==> config.mk <==
export PLATFORM = sky130hd
export DESIGN_NAME = rr_op_sequencer
export DESIGN_NICKNAME = d
export VERILOG_FILES = /design/src/rtl/rr_op_sequencer.sv
export SDC_FILE = /design/constraint.sdc
export NUM_CORES = 1
export LEC_CHECK = 0
export ABC_AREA = 1
export CAP_MARGIN = 20
export CORE_ASPECT_RATIO = 0.6
export CORE_MARGIN = 5
export CORE_UTILIZATION = 44
export CTS_BUF_LIST = sky130_fd_sc_hd__clkbuf_4 sky130_fd_sc_hd__clkbuf_8
export CTS_CLUSTER_SIZE = 10
export DETAILED_ROUTE_END_ITERATION = 16
export PLACE_DENSITY = 0.82
export SYNTH_ARGS = -nofsm -noshare
export SYNTH_HDL_FRONTEND = slang
export SYNTH_SLANG_ARGS = --single-unit
==> constraint.sdc <==
create_clock -name iClk -period 1.9 [get_ports iClk]
set_clock_uncertainty 0.1 [all_clocks]
set_input_delay 0.475 -clock iClk [delete_from_list [all_inputs] [get_ports iClk]]
set_output_delay 0.475 -clock iClk [all_outputs]
set_load 0.01 [all_outputs]
==> src/rtl/rr_op_sequencer.sv <==
// rr_op_sequencer: drives Datapath control for one register-register or
// register-immediate ALU operation (load, execute, write-back, RF write),
// with a bounded wait on multi-cycle ALU ops and a timeout abort path.
module rr_op_sequencer #(
    parameter int DATA_W   = 32,
    parameter int RF_AW    = 4,
    parameter int CTRL_W   = 4,
    parameter int MAX_WAIT = 16
) (
    input  logic              iClk,
    input  logic              nRst,
    input  logic              iStart,
    input  logic [CTRL_W-1:0] iOp,
    input  logic [RF_AW-1:0]  iRa,
    input  logic [RF_AW-1:0]  iRb,
    input  logic [RF_AW-1:0]  iRc,
    input  logic              iUseImm,
    input  logic [DATA_W-1:0] iImm,
    input  logic              iHiSel,
    input  logic              iALU_busy,
    output logic              oReady,
    output logic              oDone,
    output logic              oTimeout,
    output logic [RF_AW-1:0]  oRF_AddrA,
    output logic [RF_AW-1:0]  oRF_AddrB,
    output logic [RF_AW-1:0]  oRF_AddrC,
    output logic              oRF_Write,
    output logic              oRA_en,
    output logic              oRB_en,
    output logic              oRZH_en,
    output logic              oRZL_en,
    output logic              oRWB_en,
    output logic [CTRL_W-1:0] oALU_Ctrl,
    output logic              oMUX_BIS,
    output logic              oMUX_RZHS,
    output logic [DATA_W-1:0] oImm32
);

    localparam int CNT_W = $clog2(MAX_WAIT + 1);

    typedef enum logic [2:0] {
        S_IDLE,
        S_LOAD,
        S_EXEC,
        S_WB,
        S_WRITE,
        S_ABORT
    } state_t;

    state_t r_state;
    state_t w_next_state;

    logic [CTRL_W-1:0] r_op;
    logic [RF_AW-1:0]  r_ra;
    logic [RF_AW-1:0]  r_rb;
    logic [RF_AW-1:0]  r_rc;
    logic              r_use_imm;
    logic [DATA_W-1:0] r_imm;
    logic              r_hi_sel;
    logic [CNT_W-1:0]  r_wait_cnt;

    logic w_accept;
    logic w_wait_expired;

    assign w_accept       = (r_state == S_IDLE) && iStart;
    assign w_wait_expired = (r_wait_cnt == CNT_W'(MAX_WAIT - 1));

    // State register.
    // NOTE: sequential state uses non-blocking assignments so every flop
    // samples pre-edge values regardless of block ordering.
    always_ff @(posedge iClk or negedge nRst) begin
        if (!nRst) begin
            r_state <= S_IDLE;
        end else begin
            r_state <= w_next_state;
        end
    end

    // Command capture: only in IDLE, so later iStart pulses are ignored.
    always_ff @(posedge iClk or negedge nRst) begin
        if (!nRst) begin
            r_op      <= '0;
            r_ra      <= '0;
            r_rb      <= '0;
            r_rc      <= '0;
            r_use_imm <= 1'b0;
            r_imm     <= '0;
            r_hi_sel  <= 1'b0;
        end else if (w_accept) begin
            r_op      <= iOp;
            r_ra      <= iRa;
            r_rb      <= iRb;
            r_rc      <= iRc;
            r_use_imm <= iUseImm;
            r_imm     <= iImm;
            r_hi_sel  <= iHiSel;
        end
    end

    // Busy-wait counter: cleared in LOAD, counts busy EXEC cycles, saturates.
    always_ff @(posedge iClk or negedge nRst) begin
        if (!nRst) begin
            r_wait_cnt <= '0;
        end else if (r_state == S_LOAD) begin
            r_wait_cnt <= '0;
        end else if ((r_state == S_EXEC) && iALU_busy &&
                     (r_wait_cnt < CNT_W'(MAX_WAIT))) begin
            r_wait_cnt <= r_wait_cnt + CNT_W'(1);
        end
    end

    // Next-state logic.
    // NOTE: the default assignment first keeps this block free of latches.
    always_comb begin
        w_next_state = r_state;
        case (r_state)
            S_IDLE:  if (iStart) w_next_state = S_LOAD;
            S_LOAD:  w_next_state = S_EXEC;
            S_EXEC: begin
                if (!iALU_busy) begin
                    w_next_state = S_WB;
                end else if (w_wait_expired) begin
                    w_next_state = S_ABORT;
                end
            end
            S_WB:    w_next_state = S_WRITE;
            S_WRITE: w_next_state = S_IDLE;
            S_ABORT: w_next_state = S_IDLE;
            default: w_next_state = S_IDLE;
        endcase
    end

    // Output decode: everything 0 unless the current state drives it.
    always_comb begin
        oReady    = 1'b0;
        oDone     = 1'b0;
        oTimeout  = 1'b0;
        oRF_AddrA = '0;
        oRF_AddrB = '0;
        oRF_AddrC = '0;
        oRF_Write = 1'b0;
        oRA_en    = 1'b0;
        oRB_en    = 1'b0;
        oRZH_en   = 1'b0;
        oRZL_en   = 1'b0;
        oRWB_en   = 1'b0;
        oALU_Ctrl = '0;
        oMUX_BIS  = 1'b0;
        oMUX_RZHS = 1'b0;
        oImm32    = '0;
        case (r_state)
            S_IDLE: begin
                oReady = 1'b1;
            end
            S_LOAD: begin
                oRF_AddrA = r_ra;
                oRF_AddrB = r_rb;
                oRF_AddrC = r_rc;
                oMUX_BIS  = r_use_imm;
                oImm32    = r_imm;
                oRA_en    = 1'b1;
                oRB_en    = 1'b1;
            end
            S_EXEC: begin
                oRF_AddrA = r_ra;
                oRF_AddrB = r_rb;
                oRF_AddrC = r_rc;
                oMUX_BIS  = r_use_imm;
                oImm32    = r_imm;
                oALU_Ctrl = r_op;
                // Result registers capture on the cycle the ALU is not busy.
                oRZH_en   = ~iALU_busy;
                oRZL_en   = ~iALU_busy;
            end
            S_WB: begin
                oRF_AddrA = r_ra;
                oRF_AddrB = r_rb;
                oRF_AddrC = r_rc;
                oMUX_RZHS = r_hi_sel;
                oRWB_en   = 1'b1;
            end
            S_WRITE: begin
                oRF_AddrA = r_ra;
                oRF_AddrB = r_rb;
                oRF_AddrC = r_rc;
                oRF_Write = 1'b1;
                oDone     = 1'b1;
            end
            S_ABORT: begin
                oDone    = 1'b1;
                oTimeout = 1'b1;
            end
            default: begin
                oReady = 1'b0;
            end
        endcase
    end

endmodule

==> results of run 1 <==
-- where the power goes --
group	switching, mW	leakage, nW	internal, mW
Sequential	0.205	0.645	1.79
Combinational	2.73	1.53	2.25
Clock	0.490	0.102	0.689
Total	3.43	2.28	4.73
-- worst max-delay path: cells and delay by family, from the launching register on --
family,cells,cell delay (ns)
simple gates,3,0.33
flops,1,0.45
buf+inv,3,0.41
-- logic make-up (layout without fill, tap and decap cells) --
kind of cell,Yosys count,after routing,share of synthesized area (%)
adder cells (fa/ha/maj),2,2,0.9245
buffers and inverters,78,222,13.55
XOR/XNOR,1,1,0.3237
flip-flops,58,58,53.63
AO/OA/AOI/OAI,53,53,9.986
AND/OR/NAND/NOR,143,143,21.59
-- placed cells by master (no fill, tap or decap), types with 4 or more instances in the layout --
cell type / n
nand3_1: 6
nand2_1: 13
nor2_2: 14
buf_2: 49
buf_4: 17
nand4_1: 4
dfrtp_1: 55
clkdlybuf4s50_1: 52
nor2_1: 86
buf_12: 5
buf_6: 21
a21oi_1: 50
inv_1: 57
nor2_4: 12
nand2_4: 4
clkbuf_8: 11
-- per-layer routing --
metal  track usage (%)  routed length (µm)  up-vias
li1                  -                   -     1289
met5                 0                   0        -
met2             28.99                3407       86
met4             6.343                  97        0
met1             26.20                3663     1190
met3             8.718                 576       12
-- worst min-delay path by stage --
stage / startpoint / end / slack, ns
6_report: nRst / r_ra[1] / 0.03
3_3_place_gp: r_hi_sel / r_hi_sel / 0.37
2_1_floorplan: nRst / r_hi_sel / 0.08
3_5_place_dp: r_hi_sel / r_hi_sel / 0.39
4_1_cts: nRst / r_rc[1] / 0.03
5_1_grt: nRst / r_ra[1] / 0.05
-- cell type report --
| type | count | area, µm² | area share, % |
|---|---|---|---|
| Clock inverter | 4 | 50.05 | 1.157 |
| Inverter | 60 | 227.7 | 5.265 |
| Sequential cell | 58 | 1455 | 33.64 |
| Multi-Input combinational cell | 199 | 1056 | 24.41 |
| Timing Repair Buffer | 146 | 1272 | 29.42 |
| Clock buffer | 12 | 158.9 | 3.674 |
| Tap cell | 84 | 105.1 | 2.430 |
-- flip-flops by register name (all words and copies together), names as in the netlist --
signal	cells
r_wait_cnt	5
r_rc	4
r_ra	4
r_state	3
r_op	4
r_imm	32
r_use_imm	1
r_rb	4
r_hi_sel	1
-- what timing repair did --
action | CTS | global route
pin swaps | 7 | 12
cloned | 1 | 0
setup buffers | 17 | 8
gates resized for setup | 292 | 29
endpoints found under the setup margin | 59 | 59
==> reports/qor.csv, run 1 <==
stage,metric,value,unit
outcome,run status,"finished, violations left",
outcome,failing checks,setup timing,
logic_synthesis,post-synth top area cell,dfrtp_1,
setup_path,R2R cell count,9,
drt,DR iter-0 viols,102,
setup_path,critical path's most frequent cell,buf_6,
drt,"antenna viol nets, final",0,
timing,final setup vio count,57,
floorplanning,CORE AREA,6028,µm²
power_and_ir_drop,pwr/cell area,1887,nW/µm²
drt,vias post-DR,2577,
setup_path,reg2reg setup slack,0.21,ns
logic_synthesis,Post-Syn Nets,391,
setup_path,Worst Path Required,1.32,ns
setup_path,crit start category,flip-flop,
power_and_ir_drop,Max IR drop VDD,0.7617,mV
place,dpl cells,528,
grt,total congestion overflow,0,
logic_synthesis,async set or reset register ratio after synthesis,100.0,%
logic_synthesis,synth top area cells,"dfrtp_1 (54%), nor2_1 (16%), a21oi_1 (9.2%)",
power_and_ir_drop,Lkg Pwr,2.279,nW
timing,max_slew headroom,78.91,%
grt,largest net degree at the start of global routing,59,
floorplanning,full die area,7871,µm²
timing,Least-Margin Pin Slew,0.3163,ns
logic_synthesis,synthesized area per cell,8.079,µm²
floorplanning,die height,70.75,µm
setup_path,CP Capture Point,oRZH_en,
clocking,clk root buf,clkbuf_8,
setup_path,Crit Path Category,flip-flop to primary output,
floorplanning,initial core utilization,44.89,%
floorplanning,Die W,111.3,µm
grt,vias in the first global route,2514,
timing,total negative slack,-9.048,ns
timing,final worst path period need,2.105,ns
clocking,# clock sinks,58,
logic_synthesis,yosys warns,0,
finish,Fillers,462,
finish,nets@finish,530,
setup_path,crit end category,primary output,
clocking,"Reg clk slew, reported paths",0.07,ns
clocking,clock latency at the later pin of the worst-skew pair,0.33,ns
finish,Diodes inserted,0,
min_path,Worst Hold Class,input port to asynchronous set/reset pin,
place,post-DP HPWL,4945,µm
place,pre-CTS setup slack,-0.5476,ns
logic_synthesis,Synth Cell Area,2706,µm²
floorplanning,IO Count,113,
drt,DR WL/cell,13.76,µm
clocking,Clock Path Buffers,2,
finish,fraction of layout cells with a size suffix above 1,31.11,%
timing,highest attainable clock frequency,475.0,MHz
clocking,CTS Hold Bufs,0,
finish,P&R area growth vs syn,59.82,%
setup_path,RR Endpoint,r_wait_cnt[3],
drt,final WL,7745,µm
finish,fin cells,563,
clocking,Num CTS Buffers,9,
job,Max Cap Violations,0,
logic_synthesis,number of synthesized flops with an enable pin,0,
timing,RSZ-0062 raised after global routing,true,
setup_path,"critical path fanouts, max",4,
logic_synthesis,Yosys reg bits,58,
logic_synthesis,post-synth top area share,53.63,%
timing,final hold vios,0,
timing,fin crit share,110.8,%
timing,Slew Limit Fails,0,
setup_path,CP Cell Sequence,"buf_6, nor2_4, nand2_4, buf_6, nor2_4, buf_6",
clocking,H-tree levels,3,
logic_synthesis,"count leader, synth",nor2_1,
logic_synthesis,Mapped Cells,335,
drt,drt first pass iters,4,
setup_path,launch point of the worst path,r_state[0],
timing,Final Worst Setup Slack,-0.2053,ns
place,Post-DP Area,3944,µm²
drt,via/cell ratio,4.577,
clocking,CTS tree,yes,
logic_synthesis,Main synth FF type,dfrtp_1,
logic_synthesis,"top cells by count, synth","nor2_1 (112), inv_1 (60), dfrtp_1 (58), a21oi_1 (50), nand2_1 (17)",
setup_path,FF-to-FF Start,r_state[0],
logic_synthesis,sequential element share of the synthesized area,53.63,%
grt,global-route wire length before repair,12390,µm
logic_synthesis,"Distinct cells, synth",18,
grt,Overall Global Routing Usage,19.69,%
floorplanning,FP Rows,22,
finish,Post-Layout Inst Area,4325,µm²
finish,Util after Layout,71.75,%
place,Port Buffers,112,
grt,initial antenna violation count,0,
setup_path,slowest CP cell,dfrtp_2,
place,GPL Wtd Cong,0.7775,
setup_path,"slowest stage delay, CP",0.45,ns
timing,Min Hold Slack,0.02667,ns
setup_path,"Arr. time, crit path",1.53,ns
power_and_ir_drop,Design Power,8.160,mW
drt,Residual DRC,0,
(Power assumes the default switching activity.)
==> run 2, diff against run 1 <==
==> constraint.sdc (replaced) <==
create_clock -name iClk -period 2 [get_ports iClk]
set_clock_uncertainty 0.1 [all_clocks]
set_input_delay 0.5 -clock iClk [delete_from_list [all_inputs] [get_ports iClk]]
set_output_delay 0.5 -clock iClk [all_outputs]
set_load 0.01 [all_outputs]
==> run 2 against run 1 <==
Non-clock buffer count shrank 7. Highest routed layer unchanged. Critical path type unchanged. Largest power group unchanged. Die area is the same. The flow still finishes with violations (setup timing). Cell count is 1.4% lower.
==> reports/qor.csv, run 2 (synthesis gave the netlist of run 1 again) <==
stage,metric,value,unit,change
grt,Overall Global Routing Usage,20.11,%,+0.42 points
min_path,Worst Hold Class,input port to asynchronous set/reset pin,,
place,pre-CTS setup slack,-0.4510,ns,+0.09660 ns
setup_path,Crit Path Category,flip-flop to primary output,,
clocking,clk root buf,clkbuf_8,,
finish,"most common cell after layout, fill and taps aside",nor2_1,,
clocking,CTS Hold Bufs,0,,unchanged
drt,DR iter-0 viols,127,,+25%
finish,Reg with most FFs,r_imm,,
clocking,Num CTS Buffers,9,,unchanged
floorplanning,CORE AREA,6028,µm²,unchanged
finish,Post-Layout Inst Area,4400,µm²,+1.7%
drt,DR WL/cell,14.13,µm,+2.7%
setup_path,"critical path fanouts, max",12,,+8
clocking,Clock Path Buffers,2,,unchanged
timing,Min Hold Slack,0.05449,ns,+0.02783 ns
job,Max Cap Violations,0,,unchanged
finish,nets@finish,523,,-1.3%
setup_path,slowest CP cell,dfrtp_1,,
outcome,run status,"finished, violations left",,
power_and_ir_drop,Max IR drop VDD,0.8122,mV,+6.6%
timing,Least-Margin Pin Slew,0.3065,ns,-0.009728 ns
timing,final worst path period need,2.214,ns,
finish,P&R area growth vs syn,62.60,%,
timing,final hold vios,0,,unchanged
place,dpl cells,528,,unchanged
place,post-DP HPWL,5053,µm,+2.2%
timing,max_slew headroom,79.56,%,+0.65 points
power_and_ir_drop,pwr/cell area,1875,nW/µm²,-0.61%
clocking,# clock sinks,58,,unchanged
grt,vias in the first global route,2543,,+1.2%
floorplanning,die height,70.75,µm,unchanged
setup_path,"Arr. time, crit path",1.61,ns,+0.08 ns
floorplanning,initial core utilization,44.89,%,unchanged
floorplanning,IO Count,113,,unchanged
timing,Slew Limit Fails,0,,unchanged
drt,final WL,7840,µm,+1.2%
place,Post-DP Area,3944,µm²,unchanged
clocking,"Reg clk slew, reported paths",0.07,ns,about the same
grt,initial antenna violation count,0,,unchanged
timing,Final Worst Setup Slack,-0.2136,ns,-0.008307 ns
timing,RSZ-0062 raised after global routing,true,,
setup_path,crit end category,primary output,,
finish,fin cells,555,,-1.4%
drt,via/cell ratio,4.647,,+1.5%
drt,Residual DRC,0,,unchanged
place,GPL Wtd Cong,0.7784,,+0.12%
place,Port Buffers,112,,unchanged
timing,highest attainable clock frequency,451.8,MHz,
floorplanning,FP Rows,22,,unchanged
setup_path,"slowest stage delay, CP",0.38,ns,-0.07 ns
setup_path,Worst Path Required,1.40,ns,+0.08 ns
clocking,CTS tree,yes,,
finish,"commonest cells after routing, fill and taps aside","nor2_1 (75), inv_1 (59), dfrtp_1 (57)",,
setup_path,crit start category,flip-flop,,
clocking,clock latency at the later pin of the worst-skew pair,0.33,ns,about the same
finish,max FFs per register,32,,unchanged
drt,"antenna viol nets, final",0,,unchanged
floorplanning,full die area,7871,µm²,unchanged
finish,fraction of layout cells with a size suffix above 1,31.00,%,-0.11 points
timing,fin crit share,110.7,%,
timing,final setup vio count,53,,-7.0%
drt,drt first pass iters,6,,+2
drt,vias post-DR,2579,,+0.078%
grt,largest net degree at the start of global routing,59,,unchanged
power_and_ir_drop,Lkg Pwr,2.257,nW,-1.0%
finish,Largest regs,"r_imm (32), r_wait_cnt (5)",,
grt,global-route wire length before repair,12590,µm,+1.7%
floorplanning,Die W,111.3,µm,unchanged
outcome,failing checks,setup timing,,
finish,Diodes inserted,0,,unchanged
clocking,H-tree levels,3,,unchanged
timing,total negative slack,-5.998,ns,+3.050 ns
grt,total congestion overflow,0,,unchanged
setup_path,CP Cell Sequence,"buf_4, nor2_8, nor2_4, buf_4, nor2_4, buf_12, nor2_1, buf_2",,
## run 2: changes by cell type in the layout (fill, tap and decap cells not counted), moves of 2 or more
| cell | delta |
|---|---|
| nor2_2 | -2 |
| dfrtp_2 | -2 |
| clkbuf_2 | +3 |
| dfrtp_1 | +2 |
| nand2_4 | -3 |
| buf_12 | +4 |
| nor2_4 | +13 |
| buf_2 | -14 |
| nor2_1 | -11 |
| inv_1 | +2 |
## run 2: worst max-delay path, delay by kind of cell, from the launching register on
family                 cells  cell delay [ns]
and+or+nand+nor            4             0.34
buffers and inverters      4             0.57
DFF                        1             0.38
## run 2: stage by stage
| stage | utilization [%] | power, mW |
|---|---|---|
| after detailed placement | 65.42 | 6.243 |
| after global placement | 65.42 | 6.133 |
| final | 73.00 | 8.251 |
| after floorplan | - | 4.029 |
| after CTS | 69.72 | 7.652 |
| after global routing | 73.00 | 8.842 |
## run 2: area by class of cell
type | count | area [µm²]
clock buffer | 10 | 137.6
clock inverter | 5 | 55.05
fill | 482 | 1628
inverter | 60 | 225.2
multi-input combinational | 199 | 1140
sequential | 58 | 1453
tap | 84 | 105.1
timing repair buffer | 139 | 1285
## run 2: path summary, 6_finish.rpt
path                            cells past startpoint            end  slack (ns)        from
min in group iClk                                   2       r_hi_sel        0.41    r_hi_sel
max in group asynchronous                           2     r_state[0]        1.47        nRst
worst max register to register                      9  r_wait_cnt[0]        0.49  r_state[1]
worst min-delay path                                2        r_ra[1]        0.05        nRst
worst max-delay path                                8   oRF_AddrA[3]       -0.21  r_state[1]
worst min register to register                      2       r_hi_sel        0.41    r_hi_sel
## run 2: metal layers
metal	GRT usage, %	share of wire, %	up-vias
li1	-	-	1279
met1	26.79	46	1192
met2	30.79	46	102
met3	8.718	7.3	6
met4	4.318	0.55	0
met5	0	0	-
## run 2: power breakdown
part	switching (mW)	internal, mW	total, mW
registers	0.180	1.70	1.88
clock network	0.452	0.597	1.05
logic	2.87	2.45	5.32
## run 2: timing repair
item | 4_1_cts | 5_1_grt
gates cloned | 3 | 0
setup endpoints to repair | 59 | 58
buffers inserted | 9 | 4
gates resized for setup | 269 | 71
pin swaps | 4 | 5
